--- src/rtl/playfield_vram_ctrl.sv ---
// playfield_vram_ctrl: SDRAM command sequencer for a block-puzzle playfield.
// Background fill, piece erase/draw, row burst reads and line-clear copies.

module playfield_vram_ctrl #(
    parameter int BOARD_W = 10,
    parameter int BOARD_H = 20,
    parameter int N_CELLS = 4,
    parameter int DATA_W = 16,
    parameter int ADDR_W = 25,
    parameter logic [DATA_W-1:0] BG_COLOR = 16'h000F
) (
    input  logic                      clk,
    input  logic                      reset,
    input  logic                      vs,
    input  logic [N_CELLS*7-1:0]      pre_x,
    input  logic [N_CELLS*7-1:0]      pre_y,
    input  logic [N_CELLS-1:0]        pre_valid,
    input  logic [N_CELLS*7-1:0]      post_x,
    input  logic [N_CELLS*7-1:0]      post_y,
    input  logic [N_CELLS-1:0]        post_valid,
    input  logic [DATA_W-1:0]         piece_color,
    input  logic                      row_ld,
    input  logic [7:0]                row,
    input  logic                      clear_req,
    input  logic [7:0]                clear_row,
    input  logic [15:0]               wr_buffer,
    input  logic [15:0]               rd_buffer,
    input  logic [DATA_W-1:0]         readdata,
    output logic                      write_ld,
    output logic                      write_req,
    output logic [ADDR_W-1:0]         writeaddr,
    output logic [DATA_W-1:0]         writedata,
    output logic                      read_ld,
    output logic                      read_req,
    output logic [ADDR_W-1:0]         readaddr,
    output logic [BOARD_W*DATA_W-1:0] row_data,
    output logic                      row_ready,
    output logic                      clear_done,
    output logic                      busy
);

    localparam int CNT_W = 16;
    localparam int IDX_W = (BOARD_W > 1) ? $clog2(BOARD_W) : 1;

    typedef enum logic [2:0] {
        ST_INIT, ST_IDLE, ST_ERASE, ST_DRAW, ST_RD_ROW, ST_CLR_COPY, ST_CLR_TOP
    } state_t;

    typedef enum logic [2:0] {
        S_NONE, S_WLD, S_WREQ, S_WWAIT, S_RLD, S_RWAIT, S_RREQ, S_RTAIL
    } sub_t;

    state_t             state_q, state_d;
    sub_t               sub_q, sub_d;
    logic [CNT_W-1:0]   cnt_q, cnt_d;
    logic [7:0]         r_q, r_d;
    logic [7:0]         row_q, row_d;
    logic               ph_q, ph_d;
    logic               flag_q, flag_d;
    logic [ADDR_W-1:0]  addr_q, addr_d;
    logic [DATA_W-1:0]  wdata_q, wdata_d;
    logic [IDX_W-1:0]   rk_q, rk_d;
    logic               cap_v_q;
    logic [IDX_W-1:0]   cap_k_q;
    logic               busy_q;
    logic [DATA_W-1:0]  buf_q [BOARD_W];

    logic [6:0]         cx, cy;
    logic               cv, cell_ok;
    logic [ADDR_W-1:0]  cell_addr;

    function automatic logic [ADDR_W-1:0] row_base(input logic [7:0] r);
        return ADDR_W'(BOARD_W) * ADDR_W'(r);
    endfunction

    // Select the current piece cell (old cells in ERASE, new cells otherwise).
    always_comb begin
        cx = '0;
        cy = '0;
        cv = 1'b0;
        for (int k = 0; k < N_CELLS; k++) begin
            if (cnt_q == CNT_W'(k)) begin
                if (state_q == ST_ERASE) begin
                    cx = pre_x[k*7 +: 7];
                    cy = pre_y[k*7 +: 7];
                    cv = pre_valid[k];
                end else begin
                    cx = post_x[k*7 +: 7];
                    cy = post_y[k*7 +: 7];
                    cv = post_valid[k];
                end
            end
        end
    end

    assign cell_ok   = cv && (cx < 7'(BOARD_W)) && (cy < 7'(BOARD_H));
    assign cell_addr = ADDR_W'(BOARD_W) * ADDR_W'(cy) + ADDR_W'(cx);

    // Next state: a running SDRAM sub-sequence owns the cycle, else the main FSM.
    always_comb begin
        state_d    = state_q;
        sub_d      = sub_q;
        cnt_d      = cnt_q;
        r_d        = r_q;
        row_d      = row_q;
        ph_d       = ph_q;
        flag_d     = flag_q;
        addr_d     = addr_q;
        wdata_d    = wdata_q;
        rk_d       = rk_q;
        row_ready  = 1'b0;
        clear_done = 1'b0;
        unique case (sub_q)
            S_WLD:   sub_d = S_WREQ;
            S_WREQ:  sub_d = S_WWAIT;
            S_WWAIT: begin
                if (wr_buffer == '0) begin
                    sub_d = S_NONE;
                    cnt_d = cnt_q + 1'b1;
                end
            end
            S_RLD:   sub_d = S_RWAIT;
            S_RWAIT: begin
                if (rd_buffer == 16'(BOARD_W)) begin
                    sub_d = S_RREQ;
                    rk_d  = '0;
                end
            end
            S_RREQ: begin
                rk_d = rk_q + 1'b1;
                if (rk_q == IDX_W'(BOARD_W - 1)) sub_d = S_RTAIL;
            end
            S_RTAIL: begin
                sub_d = S_NONE;
                ph_d  = 1'b1;
                cnt_d = '0;
            end
            default: begin
                unique case (state_q)
                    ST_INIT: begin
                        if (cnt_q < CNT_W'(BOARD_W * BOARD_H)) begin
                            addr_d  = ADDR_W'(cnt_q);
                            wdata_d = BG_COLOR;
                            sub_d   = S_WLD;
                        end else begin
                            state_d = ST_IDLE;
                            cnt_d   = '0;
                        end
                    end
                    ST_IDLE: begin
                        if (!vs) flag_d = 1'b0;
                        if (vs && !flag_q) begin
                            flag_d  = 1'b1;
                            state_d = ST_ERASE;
                            cnt_d   = '0;
                        end else if (clear_req) begin
                            state_d = ST_CLR_COPY;
                            r_d     = clear_row;
                            ph_d    = 1'b0;
                            cnt_d   = '0;
                        end else if (row_ld) begin
                            state_d = ST_RD_ROW;
                            row_d   = row;
                            ph_d    = 1'b0;
                        end
                    end
                    ST_ERASE, ST_DRAW: begin
                        if (cnt_q < CNT_W'(N_CELLS)) begin
                            if (cell_ok) begin
                                addr_d  = cell_addr;
                                wdata_d = (state_q == ST_ERASE) ? BG_COLOR
                                                                : piece_color;
                                sub_d   = S_WLD;
                            end else begin
                                cnt_d = cnt_q + 1'b1;
                            end
                        end else begin
                            cnt_d   = '0;
                            state_d = (state_q == ST_ERASE) ? ST_DRAW : ST_IDLE;
                        end
                    end
                    ST_RD_ROW: begin
                        if (row_q >= 8'(BOARD_H) || ph_q) begin
                            row_ready = 1'b1;
                            ph_d      = 1'b0;
                            state_d   = ST_IDLE;
                        end else begin
                            addr_d = row_base(row_q);
                            sub_d  = S_RLD;
                        end
                    end
                    ST_CLR_COPY: begin
                        if (r_q >= 8'(BOARD_H)) begin
                            clear_done = 1'b1;
                            state_d    = ST_IDLE;
                        end else if (r_q == '0) begin
                            state_d = ST_CLR_TOP;
                            cnt_d   = '0;
                        end else if (!ph_q) begin
                            addr_d = row_base(r_q - 8'd1);
                            sub_d  = S_RLD;
                        end else if (cnt_q < CNT_W'(BOARD_W)) begin
                            addr_d  = row_base(r_q) + ADDR_W'(cnt_q);
                            wdata_d = buf_q[cnt_q[IDX_W-1:0]];
                            sub_d   = S_WLD;
                        end else begin
                            r_d   = r_q - 8'd1;
                            ph_d  = 1'b0;
                            cnt_d = '0;
                        end
                    end
                    ST_CLR_TOP: begin
                        if (cnt_q < CNT_W'(BOARD_W)) begin
                            addr_d  = ADDR_W'(cnt_q);
                            wdata_d = BG_COLOR;
                            sub_d   = S_WLD;
                        end else begin
                            clear_done = 1'b1;
                            state_d    = ST_IDLE;
                        end
                    end
                    default: state_d = ST_INIT;
                endcase
            end
        endcase
    end

    // State and datapath registers.
    always_ff @(posedge clk or negedge reset) begin
        if (!reset) begin
            state_q <= ST_INIT;
            sub_q   <= S_NONE;
            cnt_q   <= '0;
            r_q     <= '0;
            row_q   <= '0;
            ph_q    <= 1'b0;
            flag_q  <= 1'b0;
            addr_q  <= '0;
            wdata_q <= '0;
            rk_q    <= '0;
            busy_q  <= 1'b0;
        end else begin
            state_q <= state_d;
            sub_q   <= sub_d;
            cnt_q   <= cnt_d;
            r_q     <= r_d;
            row_q   <= row_d;
            ph_q    <= ph_d;
            flag_q  <= flag_d;
            addr_q  <= addr_d;
            wdata_q <= wdata_d;
            rk_q    <= rk_d;
            busy_q  <= (state_d != ST_IDLE);
        end
    end

    // Capture each burst word one cycle after its read strobe.
    always_ff @(posedge clk or negedge reset) begin
        if (!reset) begin
            cap_v_q <= 1'b0;
            cap_k_q <= '0;
            for (int k = 0; k < BOARD_W; k++) buf_q[k] <= '0;
        end else begin
            cap_v_q <= (sub_q == S_RREQ);
            cap_k_q <= rk_q;
            if (cap_v_q) buf_q[cap_k_q] <= readdata;
        end
    end

    genvar g;
    generate
        for (g = 0; g < BOARD_W; g++) begin : g_pack
            assign row_data[g*DATA_W +: DATA_W] = buf_q[g];
        end
    endgenerate

    assign write_ld  = (sub_q == S_WLD);
    assign write_req = (sub_q == S_WREQ);
    assign read_ld   = (sub_q == S_RLD);
    assign read_req  = (sub_q == S_RREQ);
    assign writeaddr = addr_q;
    assign readaddr  = addr_q;
    assign writedata = wdata_q;
    assign busy      = busy_q;

endmodule

--- config.mk ---
export PLATFORM = sky130hd
export DESIGN_NAME = playfield_vram_ctrl
export DESIGN_NICKNAME = d
export VERILOG_FILES = /design/src/rtl/playfield_vram_ctrl.sv
export SDC_FILE = /design/constraint.sdc
export NUM_CORES = 1
export LEC_CHECK = 0
export CAP_MARGIN = 0
export CORE_MARGIN = 4
export CORE_UTILIZATION = 53
export CTS_BUF_LIST = sky130_fd_sc_hd__clkbuf_4
export DETAILED_ROUTE_END_ITERATION = 6
export PLACE_DENSITY = 0.87
export SLEW_MARGIN = 20
export SYNTH_ARGS = -nofsm -noshare
export SYNTH_HDL_FRONTEND = slang
export SYNTH_SLANG_ARGS = --single-unit
export TNS_END_PERCENT = 100
--- constraint.sdc ---
create_clock -name clk -period 9.5 [get_ports clk]
set_input_delay 0.95 -clock clk [delete_from_list [all_inputs] [get_ports clk]]
set_output_delay 0.95 -clock clk [all_outputs]
set_load 0.02 [all_outputs]
Yosys cells after proc, flatten, opt, wreduce, memory -nomap -nowiden
Index checks and enable logic that the tools add are counted.
{"block": "op_classes", "n_addsub": 5, "n_mul": 4, "magnitude_cmp": 10, "n_eq_ne": 53, "mux": 115, "n_bitwise": 7, "n_reduce_logical": 30}
{"operator": "2-to-1 mux 16 bit", "count": 22}
{"operator": "2-to-1 mux 25 bit", "count": 9}
{"operator": "bitwise mux 160 bit", "count": 1}
{"operator": "case mux 16 bit (4 select lines)", "count": 2}
{"operator": "case mux 25 bit (5 select lines)", "count": 1}
{"operator": "2-to-1 mux 7 bit", "count": 16}
{"operator": "binary-select mux 16 bit (select 4 bit)", "count": 1}
{"operator": "demux 16 bit (select 4 bit)", "count": 1}
{"operator": "2-to-1 mux 3 bit", "count": 21}
{"operator": "inequality test 9 bit (second input constant)", "count": 6}
{"operator": "2-to-1 mux 8 bit", "count": 6}
{"operator": "case mux 16 bit (3 select lines)", "count": 1}
{"operator": "multiplier 3 x 8 -> 11 bit (first input constant)", "count": 3}
{"operator": "== test 16 x 2 -> 1 bit (second input constant)", "count": 2}
{"operator": "zero test 16 bit", "count": 2}
{"operator": "AND reduction 10 bit", "count": 3}
{"operator": "inequality test 2 bit (second input constant)", "count": 14}
{"operator": "2-to-1 mux 1 bit", "count": 24}
{"operator": "== test 3 bit (second input constant)", "count": 7}
{"operator": "case mux 3 bit (7 select lines)", "count": 1}
{"operator": "inequality test 5 bit (second input constant)", "count": 4}
{"operator": "case mux 3 bit (6 select lines)", "count": 1}
{"operator": "adder 12 x 16 -> 17 bit", "count": 1}
{"operator": "adder 16 x 1 -> 16 bit (second input constant)", "count": 1}
{"operator": "50 further kinds", "count": 74}
{"block": "totals", "regBits": 251, "in_bits": 205, "elab_cells": 247}

Depth between registers and ports, before layout
Gate-level depths: netlist (run 1).
{"block": "logic_depth", "depth_word": 13, "depth_mapped": 23, "depth_no_buf": 20}

Worst setup path before layout (run 1)
OpenSTA, ideal clock, no wires.
{"block": "synth_path", "path_kind": "reg-to-reg", "start": "register cnt_q[0]", "end": "register addr_q[9] (netlist: readaddr[9])", "setup_time_ps": 125, "t_arrival_ps": 4812, "required_time_ps": 9375, "path_slack_ps": 4563, "stages_incl_launch_ff": 22, "n_path_buf": 3, "path_cell_list": "dfrtp_1 clkbuf_1 buf_2 inv_1 ha_1 nand2_1 clkbuf_1 o221ai_1 nand3_1 o21ai_0 ha_1 ha_1 fa_1 ha_1 o21ai_0 o21bai_1 a21oi_1 nor3_1 xnor2_1 nor3b_1 o32a_1 mux2_4"}
{"block": "synth_via", "elab_chain_cells": 10, "word_cells_on_any_way": 39}
{"element": "start: declaration", "line_no": "55", "source": "logic [CNT_W-1:0] cnt_q, cnt_d;"}
{"element": "start signal: assignment", "line_no": "245", "source": "cnt_q <= cnt_d;"}
{"element": "zero test 16 bit", "line_no": "82", "source": "if (cnt_q == CNT_W'(k)) begin"}
{"element": "2-to-1 mux 7 bit (4 in series)", "line_no": "82"}
{"element": "multiplier 3 x 7 -> 10 bit / less-than comparator 7 x 4 -> 1 bit (equally long branches)", "line_no": "97, 96"}
{"element": "adder 11 x 7 -> 12 bit / logical AND 1 bit (equally long branches)", "line_no": "97, 96"}
{"element": "2-to-1 mux 25 bit / logical AND 1 bit (equally long branches)", "line_no": "169, 96"}
{"element": "2-to-1 mux 25 bit / inequality test 2 bit (equally long branches)"}
{"element": "case mux 25 bit (5 select lines) / AND reduction 10 bit (equally long branches)"}
{"element": "end signal: assignment", "line_no": "250", "source": "addr_q <= addr_d;"}
{"element": "end: declaration", "line_no": "60", "source": "logic [ADDR_W-1:0] addr_q, addr_d;"}
Several ways; a longest one is shown, not always the timed one. The select of a mux whose other input is x is not followed.
A chain may end at the register's enable or synchronous reset.

Worst setup path in the final report (run 1)
{"block": "layout_path", "start": "register cnt_q[1]", "end": "register addr_q[9] (netlist: readaddr[9])"}
The elaborated chain is that of the path after synthesis.

==> results of run 1 <==
[logic make-up after synthesis]
kind of cell | Yosys count | share of synthesized area
multiplexers | 336 | 0.2581
AND/OR/NAND/NOR | 306 | 0.1017
AO/OA/AOI/OAI | 280 | 0.1200
flip-flops | 243 | 0.3864
buffers and inverters | 158 | 0.04866
adder cells (fa/ha/maj) | 76 | 0.06329
XOR/XNOR | 39 | 0.02170
other | 1 | 0.0002383
[layout make-up]
type	instances	area, sq um	share of cell area
diodes	1	2.502	0.0001203
clock buffers	91	683.2	0.03284
clock inverters	15	115.1	0.005533
inverters	33	123.9	0.005955
multi-input cells	1053	8971	0.4313
flip-flops and latches	243	6087	0.2926
well taps	384	480.5	0.02310
repair buffers	436	4339	0.2086
[layer usage]
metal | GRT usage | vias up
li1 | - | 6159
met1 | 0.3945 | 6995
met2 | 0.5524 | 805
met3 | 0.1094 | 177
met4 | 0.1434 | 0
met5 | 0 | -
[sequential cells by signal, summed over array words and instances, names as in the netlist]
signal,flops
busy,1
cap_k_q,4
cap_v_q,1
cnt_q,16
flag_q,1
ph_q,1
r_q,8
readaddr,17
rk_q,4
row_data,160
row_q,8
state_q,3
sub_q,3
writedata,16
[placed cells by master (no fill, tap or decap), types with 9 or more instances in the layout]
cell	instances
nand3_1	22
mux2i_1	96
and2_1	10
a21o_1	12
o21ai_0	69
nor4_1	12
o211ai_1	12
o221ai_1	27
buf_4	14
nand2b_1	10
o22ai_1	27
nand4_1	15
nor3b_1	9
nor3_1	13
and3_1	13
clkdlybuf4s50_1	420
conb_1	16
xor2_1	17
mux2_4	10
mux4_2	32
mux2_2	198
xnor2_1	22
nand2_1	79
inv_1	32
clkbuf_4	91
nor2b_1	16
a21oi_1	55
a22o_1	13
dfrtp_1	240
nor2_1	66
ha_1	70
[where the power goes]
part           internal, mW  leakage, nW  switching, mW
logic                  2.06         5.41           2.46
registers              1.37         3.06          0.456
clock network         0.474        0.472          0.473
[final timing paths]
path | from | to | cells past startpoint
hold / removal | reset | readaddr[5] | 1
setup / recovery | cnt_q[1] | readaddr[9] | 16
hold reg to reg | rk_q[1] | cap_k_q[1] | 0
min in group clk | rk_q[1] | cap_k_q[1] | 0
max in group asynchronous | reset | cnt_q[15] | 2
setup reg to reg | cnt_q[1] | readaddr[9] | 16
==> reports/results.txt, run 1 <==
Outcome = complete, but fails checks
Failing checks = DRC
DR top layer = met4
Drt total wl = 56090 microns
Largest cells by area after synthesis = dfrtp_1, mux2_2, mux2i_1, ha_1, mux4_2
Cells after Synth = 1439
WL met2 = 26990 microns
Post-CTS Hold Fix Bufs = 0
Share of layout cells above drive strength 1 = 0.2074
Tot GR Track Use = 0.3315
Postcts setup bufs = 0
IO Port Bufs = 421
Die W = 180.3 microns
Post-DP Area = 0.01999 sq mm
Largest delay contributor family on the critical path = adder cells
Utilization after layout = 0.7170
Die height = 180.3 microns
Final period utilization = 0.6104
CTS Buf Count = 67
Syn Area/Cell = 10.94 sq um
Final setup TNS = 0 ns
Achievable frequency = 172.5 MHz
Finished Cell Area = 0.02080 sq mm
Yosys top cell by area = dfrtp_1
Largest fanout on the critical path = 25
DR vias/cell = 6.266
Post-route setup slack = 3.702 ns
Sequential area share after synthesis = 0.3864
Cell with the largest stage delay on the worst path = dfrtp_2
Post-DP HPWL = 40490 microns
Vias post-DR = 14136
Final setup violation count = 0
WHS = 0.2824 ns
CTS Root Cell = clkbuf_4
Synth top area share = 0.3864
Top cells by count, synth = dfrtp_1, mux2_2, mux2i_1
Met3 WL = 5577 microns
Syn-to-layout area delta = 32.18%
Final nets = 2115
CTS Buffer Depth = 3
YS warnings = 0
Post-synth ARST share = 1.000
Ports = 438
PwrDens = 350.6 mW/mm^2
Largest net degree at the start of global routing = 98
Non-Filler Instances = 2256
Fin crit period = 5.798 ns
Cts repair resizes = 0
DRC = 1
R2R setup slack = 3.70 ns
Largest stage delay on the critical path = 0.69 ns
Most common cell in the netlist = dfrtp_1
Worst-margin pin slew = 1.109 ns
Number of global-route vias before repair = 14761
Place WS = 3.857 ns
Max cap viols = 0
TritonRoute pass-1 iters = 7
Inst Count DP = 2148
Synthesis-stage register bit count = 243
Initial antenna violation count = 1
IR drop worst, VDD = 0.2466 mV
Placer Congestion = 0.9350
Max_slew headroom = 0.2595
Clk slew on worst S/H paths = 0.06 ns
Synth cell types = 81
WL met1 = 20670 microns
Worst EP required = 10.08 ns
Post-synth EDFFs = 0
Final ANT Viol Nets = 0
RSZ-0062 raised after global routing = no
Pleak = 8.949 nW
H-tree Lvls = 3
First-pass GRT wire length = 85990 microns
Routed len/inst = 24.86 microns
Ys flop type = dfrtp_1
CP Cell Sequence = buf_4 -> ha_1 -> nand2_1 -> o21ai_0 -> ha_1 -> ha_1 -> fa_1 -> ha_1 -> o21ai_0 -> o21bai_1 -> a21oi_1 -> nor3_1 -> xnor2_1 -> o22ai_1 -> o32a_1 -> mux2_4
Global route overflow = 0
Final Hold Fails = 0
CTS tree = done
CP Capture Type = flip-flop
Overall die area = 0.03252 sq mm
Core Region = 0.02901 sq mm
Rows = 62
# clock sinks = 243
WP data arrival = 6.38 ns
Worst Hold Class = in -> async
Initial core utilization = 0.5424
Worst path bufs/invs = 1
Setup crit start kind = flip-flop
CP most frequent cell = ha_1
Power consumption = 7.293 mW
Worst Skew = 0.08112 ns
Clk Latency, worst-skew pair = 0.73 ns
Netlist Area Pre-Place = 0.01574 sq mm
Final slew viol count = 0
Setup CP Type = reg -> reg
Fill count = 1977
1st-iter DRT viols = 1172
Power figures use the tool's default switching activity.
==> run 2, diff against run 1 <==
CORE_UTILIZATION = 46   (was 53)
PLACE_DENSITY = 0.8   (was 0.87)
clock period = 4.7 ns   (was 9.5 ns; I/O delays follow)
==> run 2 against run 1 <==
The flow now finishes without violations. Via count decreased by 2.6%. Fmax up 30%. Register-to-register slack worse by 3.5 ns. Global-route usage is 5.4 points lower.
==> reports/results.txt, run 2 (synthesis gave the netlist of run 1 again) <==
Share of layout cells above drive strength 1 = 0.2271 (+0.01973)
Fin crit period = 4.475 ns (-1.323 ns)
Power consumption = 14.79 mW (+100%)
Post-DP HPWL = 39360 microns (-2.8%)
Max reg flops = 160 (unchanged)
Die height = 193.0 microns (+7.0%)
Syn-to-layout area delta = 35.03%
CP most frequent cell = ha_1
Core Region = 0.03362 sq mm (+16%)
# clock sinks = 243 (unchanged)
Met3 WL = 4898 microns (-12%)
Overall die area = 0.03724 sq mm (+15%)
Cell with the largest stage delay on the worst path = dfrtp_4
Max_slew headroom = 0.2313 (-0.02818)
CTS Buf Count = 67 (unchanged)
CP Cell Sequence = inv_1 -> ha_1 -> nor2b_1 -> nand2_2 -> o221ai_1 -> nand3_1 -> o21ai_2 -> ha_1 -> ha_1 -> fa_1 -> ha_1 -> o21ai_0 -> o21bai_1 -> a21oi_1 -> nor3_2 -> xnor2_1 -> nor3b_1 -> o32a_1 -> mux2_4
Clk Latency, worst-skew pair = 0.72 ns (about the same)
H-tree Lvls = 3 (unchanged)
RSZ-0062 raised after global routing = no
WP data arrival = 5.07 ns (-1.31 ns)
Achievable frequency = 223.4 MHz (+30%)
Final setup TNS = 0 ns (unchanged)
HP Start = row[7]
Outcome = finished, final reports clean
Final setup violation count = 0 (unchanged)
Setup crit start kind = flip-flop
Largest net degree at the start of global routing = 115 (+17%)
Most frequent cells in the layout = clkdlybuf4s50_1, dfrtp_1, mux2_2, mux2i_1, clkbuf_4
Final ANT Viol Nets = 0 (unchanged)
Drt total wl = 52990 microns (-5.5%)
CP Capture Type = flip-flop
CTS Buffer Depth = 3 (unchanged)
Worst-margin pin slew = 1.150 ns (+0.04108 ns)
Largest delay contributor family on the critical path = adder cells
Hold Crit Depth = 2
Number of global-route vias before repair = 14341 (-2.8%)
PwrDens = 696.0 mW/mm^2 (+99%)
CTS tree = done
Rows = 67 (+8.1%)
CP Depth = 19 (+3)
Pleak = 9.152 nW (+2.3%)
Worst flop-to-flop path startpoint = cnt_q[0]
Critical Path Start = cnt_q[0]
Commonest non-fill, non-tap cell in the layout = clkdlybuf4s50_1
Largest fanout on the critical path = 6 (-76%)
Max cap viols = 0 (unchanged)
Initial core utilization = 0.4682 (-0.07428)
Worst path bufs/invs = 1 (unchanged)
WHS = 0.3986 ns (+0.1162 ns)
Clk slew on worst S/H paths = 0.08 ns (+0.02 ns)
Vias post-DR = 13763 (-2.6%)
Worst Skew = 0.06451 ns (-0.01661 ns)
R2r worst-path depth = 19 (+3)
Final Hold Fails = 0 (unchanged)
Placer Congestion = 0.9470 (+1.3%)
WL met1 = 20480 microns (-0.92%)
Routed len/inst = 22.45 microns (-9.7%)
Worst Hold Class = in -> reg
First-pass GRT wire length = 81140 microns (-5.6%)
Setup CP Type = reg -> reg
Post-route setup slack = 0.2247 ns (-3.477 ns)
Tot GR Track Use = 0.2773 (-0.05417)
1st-iter DRT viols = 963 (-18%)
Largest stage delay on the critical path = 0.50 ns (-0.19 ns)
Final period utilization = 0.9522 (+0.3418)
DR top layer = met5
IO Port Bufs = 421 (unchanged)
DRC = 0 (-1)
WL met2 = 25780 microns (-4.5%)
Ports = 438 (unchanged)
Post-DP Area = 0.02030 sq mm (+1.5%)
Worst EP required = 5.29 ns (-4.79 ns)
IR drop worst, VDD = 0.6418 mV (+160%)
Global route overflow = 0 (unchanged)
DR vias/cell = 5.832 (-6.9%)
Initial antenna violation count = 2 (+1)
Finished Cell Area = 0.02125 sq mm (+2.2%)
Die W = 193.0 microns (+7.0%)
Final nets = 2145 (+1.4%)
Place WS = 0.04732 ns (-3.809 ns)
Final slew viol count = 0 (unchanged)
CTS Root Cell = clkbuf_4
TritonRoute pass-1 iters = 5 (-2)
run 2: final timing paths:
path	end	slack [ns]
setup / recovery	readaddr[9]	0.22
hold / removal	row_q[7]	0.40
setup reg to reg	readaddr[9]	0.22
hold reg to reg	cap_k_q[3]	0.46
max in group asynchronous	row_data[15]	2.97
min in group asynchronous	row_q[1]	0.42
run 2: what timing repair did:
action / 4_1_cts / 5_1_grt
endpoints found under the setup margin: 0 / 3
buffers inserted: 0 / 3
gates resized for setup: 0 / 18
hold endpoints to repair: 112 / 0
hold buffers: 1 / 0
run 2: layout make-up:
cell class                      instances  area (sq um)
Antenna cell                            1         2.502
Multi-Input combinational cell       1053          9047
Clock inverter                         28         180.2
Tap cell                              448         560.5
Timing Repair Buffer                  466          4588
Fill cell                            2619         12370
Sequential cell                       243          6087
Inverter                               33         123.9
Clock buffer                           88         660.6
run 2: through the flow:
step,utilization,instances
after floorplan,-,1454
after global placement,0.6038,2238
after detailed placement,0.6038,2238
after CTS,0.6291,2355
after global routing,0.6322,2360
final,0.6322,2360
run 2: per-layer routing:
metal	track usage	vias up
met5	0	-
met4	0.08578	2
met3	0.08408	142
met2	0.4746	640
met1	0.3385	6768
li1	-	6211
run 2: power breakdown:
part           total [mW]  internal [mW]  leakage [nW]  switching [mW]
Combinational        9.40           4.39          5.59            5.01
Sequential           3.45           2.77          3.06           0.671
Clock                1.95          0.993         0.495           0.953
Total                14.8           8.16          9.15            6.63
==> run 3, diff against run 2 <==
CELL_PAD_IN_SITES_DETAIL_PLACEMENT = 1   (was default)
CELL_PAD_IN_SITES_GLOBAL_PLACEMENT = 2   (was default)
CORE_UTILIZATION = 28   (was 46)
PLACE_DENSITY = 0.78   (was 0.8)
==> run 3 against run 2 <==
Register-to-register slack better by 0.02 ns. Highest routed layer is now met4. Non-clock buffer count is 17 higher. Largest cell class unchanged. Sequential share of layout area is 0.81 points lower. Critical path depth stayed put. Critical endpoint unchanged. Largest power group unchanged. Setup slack better by 0.018 ns. Via count hardly changed.
==> reports/results.txt, run 3 (synthesis gave the netlist of run 1 again) <==
Outcome = finished, final reports clean
RSZ-0062 raised after global routing = yes
PwrDens = 704.3 mW/mm^2 (+1.2%)
DR vias/cell = 5.119 (-12%)
Place WS = -0.1783 ns (-0.2257 ns)
CTS Root Cell = clkbuf_4
Max_slew headroom = 0.2581 (+0.02677)
Post-route setup slack = 0.2425 ns (+0.01783 ns)
Largest fanout on the critical path = 9 (+3)
Worst Hold Class = in -> reg
1st-iter DRT viols = 602 (-37%)
Initial core utilization = 0.2840 (-0.1842)
CTS Buffer Depth = 3 (unchanged)
# clock sinks = 243 (unchanged)
Rows = 86 (+28%)
Initial antenna violation count = 3 (+1)
Placer Congestion = 0.8544 (-9.8%)
Overall die area = 0.06006 sq mm (+61%)
H-tree Lvls = 3 (unchanged)
Tot GR Track Use = 0.2059 (-0.07139)
Max cap viols = 0 (unchanged)
Vias post-DR = 13759 (-0.029%)
Final slew viol count = 0 (unchanged)
Ports = 438 (unchanged)
Syn-to-layout area delta = 38.96%
Finished Cell Area = 0.02187 sq mm (+2.9%)
Worst Skew = 0.06489 ns (+0.0003843 ns)
Clk slew on worst S/H paths = 0.06 ns (-0.02 ns)
Routed len/inst = 23.51 microns (+4.7%)
Clk Latency, worst-skew pair = 0.79 ns (+0.07 ns)
IR drop worst, VDD = 0.4161 mV (-35%)
Drt total wl = 63210 microns (+19%)
Fill count = 6139 (+130%)
Max reg flops = 160 (unchanged)
CTS tree = done
Utilization after layout = 0.3946 (-0.2375)
Power consumption = 15.40 mW (+4.1%)
Post-DP HPWL = 47730 microns (+21%)
Worst-margin pin slew = 1.104 ns (-0.04588 ns)
Final period utilization = 0.9484 (-0.003795)
Largest net degree at the start of global routing = 111 (-3.5%)
Most frequent cells in the layout = clkdlybuf4s50_1, dfrtp_1, mux2_2, clkbuf_4, mux2i_1
Final Hold Fails = 0 (unchanged)
TritonRoute pass-1 iters = 5 (unchanged)
Setup crit start kind = flip-flop
Core Region = 0.05542 sq mm (+65%)
CTS Buf Count = 76 (+13%)
Final setup violation count = 0 (unchanged)
Number of global-route vias before repair = 15072 (+5.1%)
Achievable frequency = 224.3 MHz (+0.40%)
Final nets = 2171 (+1.2%)
Post-DP Area = 0.02085 sq mm (+2.7%)
Setup CP Type = reg -> reg
Fin crit period = 4.457 ns (-0.01783 ns)
Die height = 245.1 microns (+27%)
IO Port Bufs = 421 (unchanged)
Die W = 245.1 microns (+27%)
Final ANT Viol Nets = 0 (unchanged)
First-pass GRT wire length = 95740 microns (+18%)
DRC = 0 (unchanged)
Share of layout cells above drive strength 1 = 0.2391 (+0.01202)
Worst EP required = 5.38 ns (+0.09 ns)
CP Capture Type = flip-flop
Pleak = 9.290 nW (+1.5%)
WHS = 0.3047 ns (-0.09387 ns)
Global route overflow = 0 (unchanged)
WP data arrival = 5.13 ns (+0.06 ns)
Commonest non-fill, non-tap cell in the layout = clkdlybuf4s50_1
==> run 3: timing repair <==
| action | in CTS | in global routing |
|---|---|---|
| setup buffers | 0 | 0 |
| pin swaps | 0 | 6 |
| cloned | 0 | 0 |
| endpoints found under the hold margin | 108 | 0 |
| gates resized for setup | 4 | 15 |
| hold buffers | 1 | 0 |
| setup endpoints to repair | 2 | 3 |
==> run 3: path summary, 6_finish.rpt <==
kind | slack [ns] | from | end | cells past startpoint
max in group asynchronous | 3.06 | reset | row_data[113] | 3
hold reg to reg | 0.45 | rk_q[3] | cap_k_q[3] | 0
setup reg to reg | 0.24 | cnt_q[11] | readaddr[9] | 19
min in group asynchronous | 0.31 | reset | readaddr[9] | 2
hold / removal | 0.30 | clear_row[4] | r_q[4] | 3
setup / recovery | 0.24 | cnt_q[11] | readaddr[9] | 19
==> run 3: critical path: stages (launching register included) <==
cell and delay (ns):
dfrtp_1 0.41, nor4_4 0.31, and4_4 0.31, nand2_2 0.15
buf_4 0.18, o221ai_1 0.20, nand3_1 0.10, o21ai_0 0.14
ha_1 0.21, ha_1 0.18, fa_2 0.47, ha_4 0.29
o21ai_0 0.07, o21bai_1 0.19, a21oi_2 0.09, nor3_2 0.18
xnor2_1 0.10, nor3b_1 0.14, o32a_1 0.34, mux2_4 0.27
==> run 3: final cells by class <==
type	count	area, sq um	share of cell area
diodes	8	20.02	0.0009154
clock buffers	99	743.2	0.03399
clock inverters	21	165.2	0.007552
inverters	33	123.9	0.005664
multi-input cells	1053	9069	0.4147
flip-flops and latches	243	6087	0.2783
well taps	748	935.9	0.04280
repair buffers	483	4725	0.2160
==> run 3: stage by stage <==
stage | std cells | TNS, ns
after CTS | 2680 | 0
after global placement | 2558 | -0.07324
after detailed placement | 2559 | -0.2258
after global routing | 2686 | -0.01222
after floorplan | 1454 | 0
final | 2688 | 0
==> run 3: layer usage <==
| metal | vias to the layer above | track usage | wire length [microns] |
|---|---|---|---|
| met5 | - | 0 | 0 |
| met4 | 0 | 0.04279 | 1000 |
| met3 | 80 | 0.07418 | 5233 |
| met2 | 418 | 0.3478 | 30610 |
| met1 | 7004 | 0.2541 | 26360 |
| li1 | 6257 | - | - |
==> run 3: report_power, final <==
| part | switching, mW | total (mW) | internal [mW] |
|---|---|---|---|
| Combinational | 5.30 | 9.84 | 4.55 |
| Sequential | 0.681 | 3.46 | 2.78 |
| Clock | 1.01 | 2.10 | 1.09 |
| Total | 6.98 | 15.4 | 8.42 |
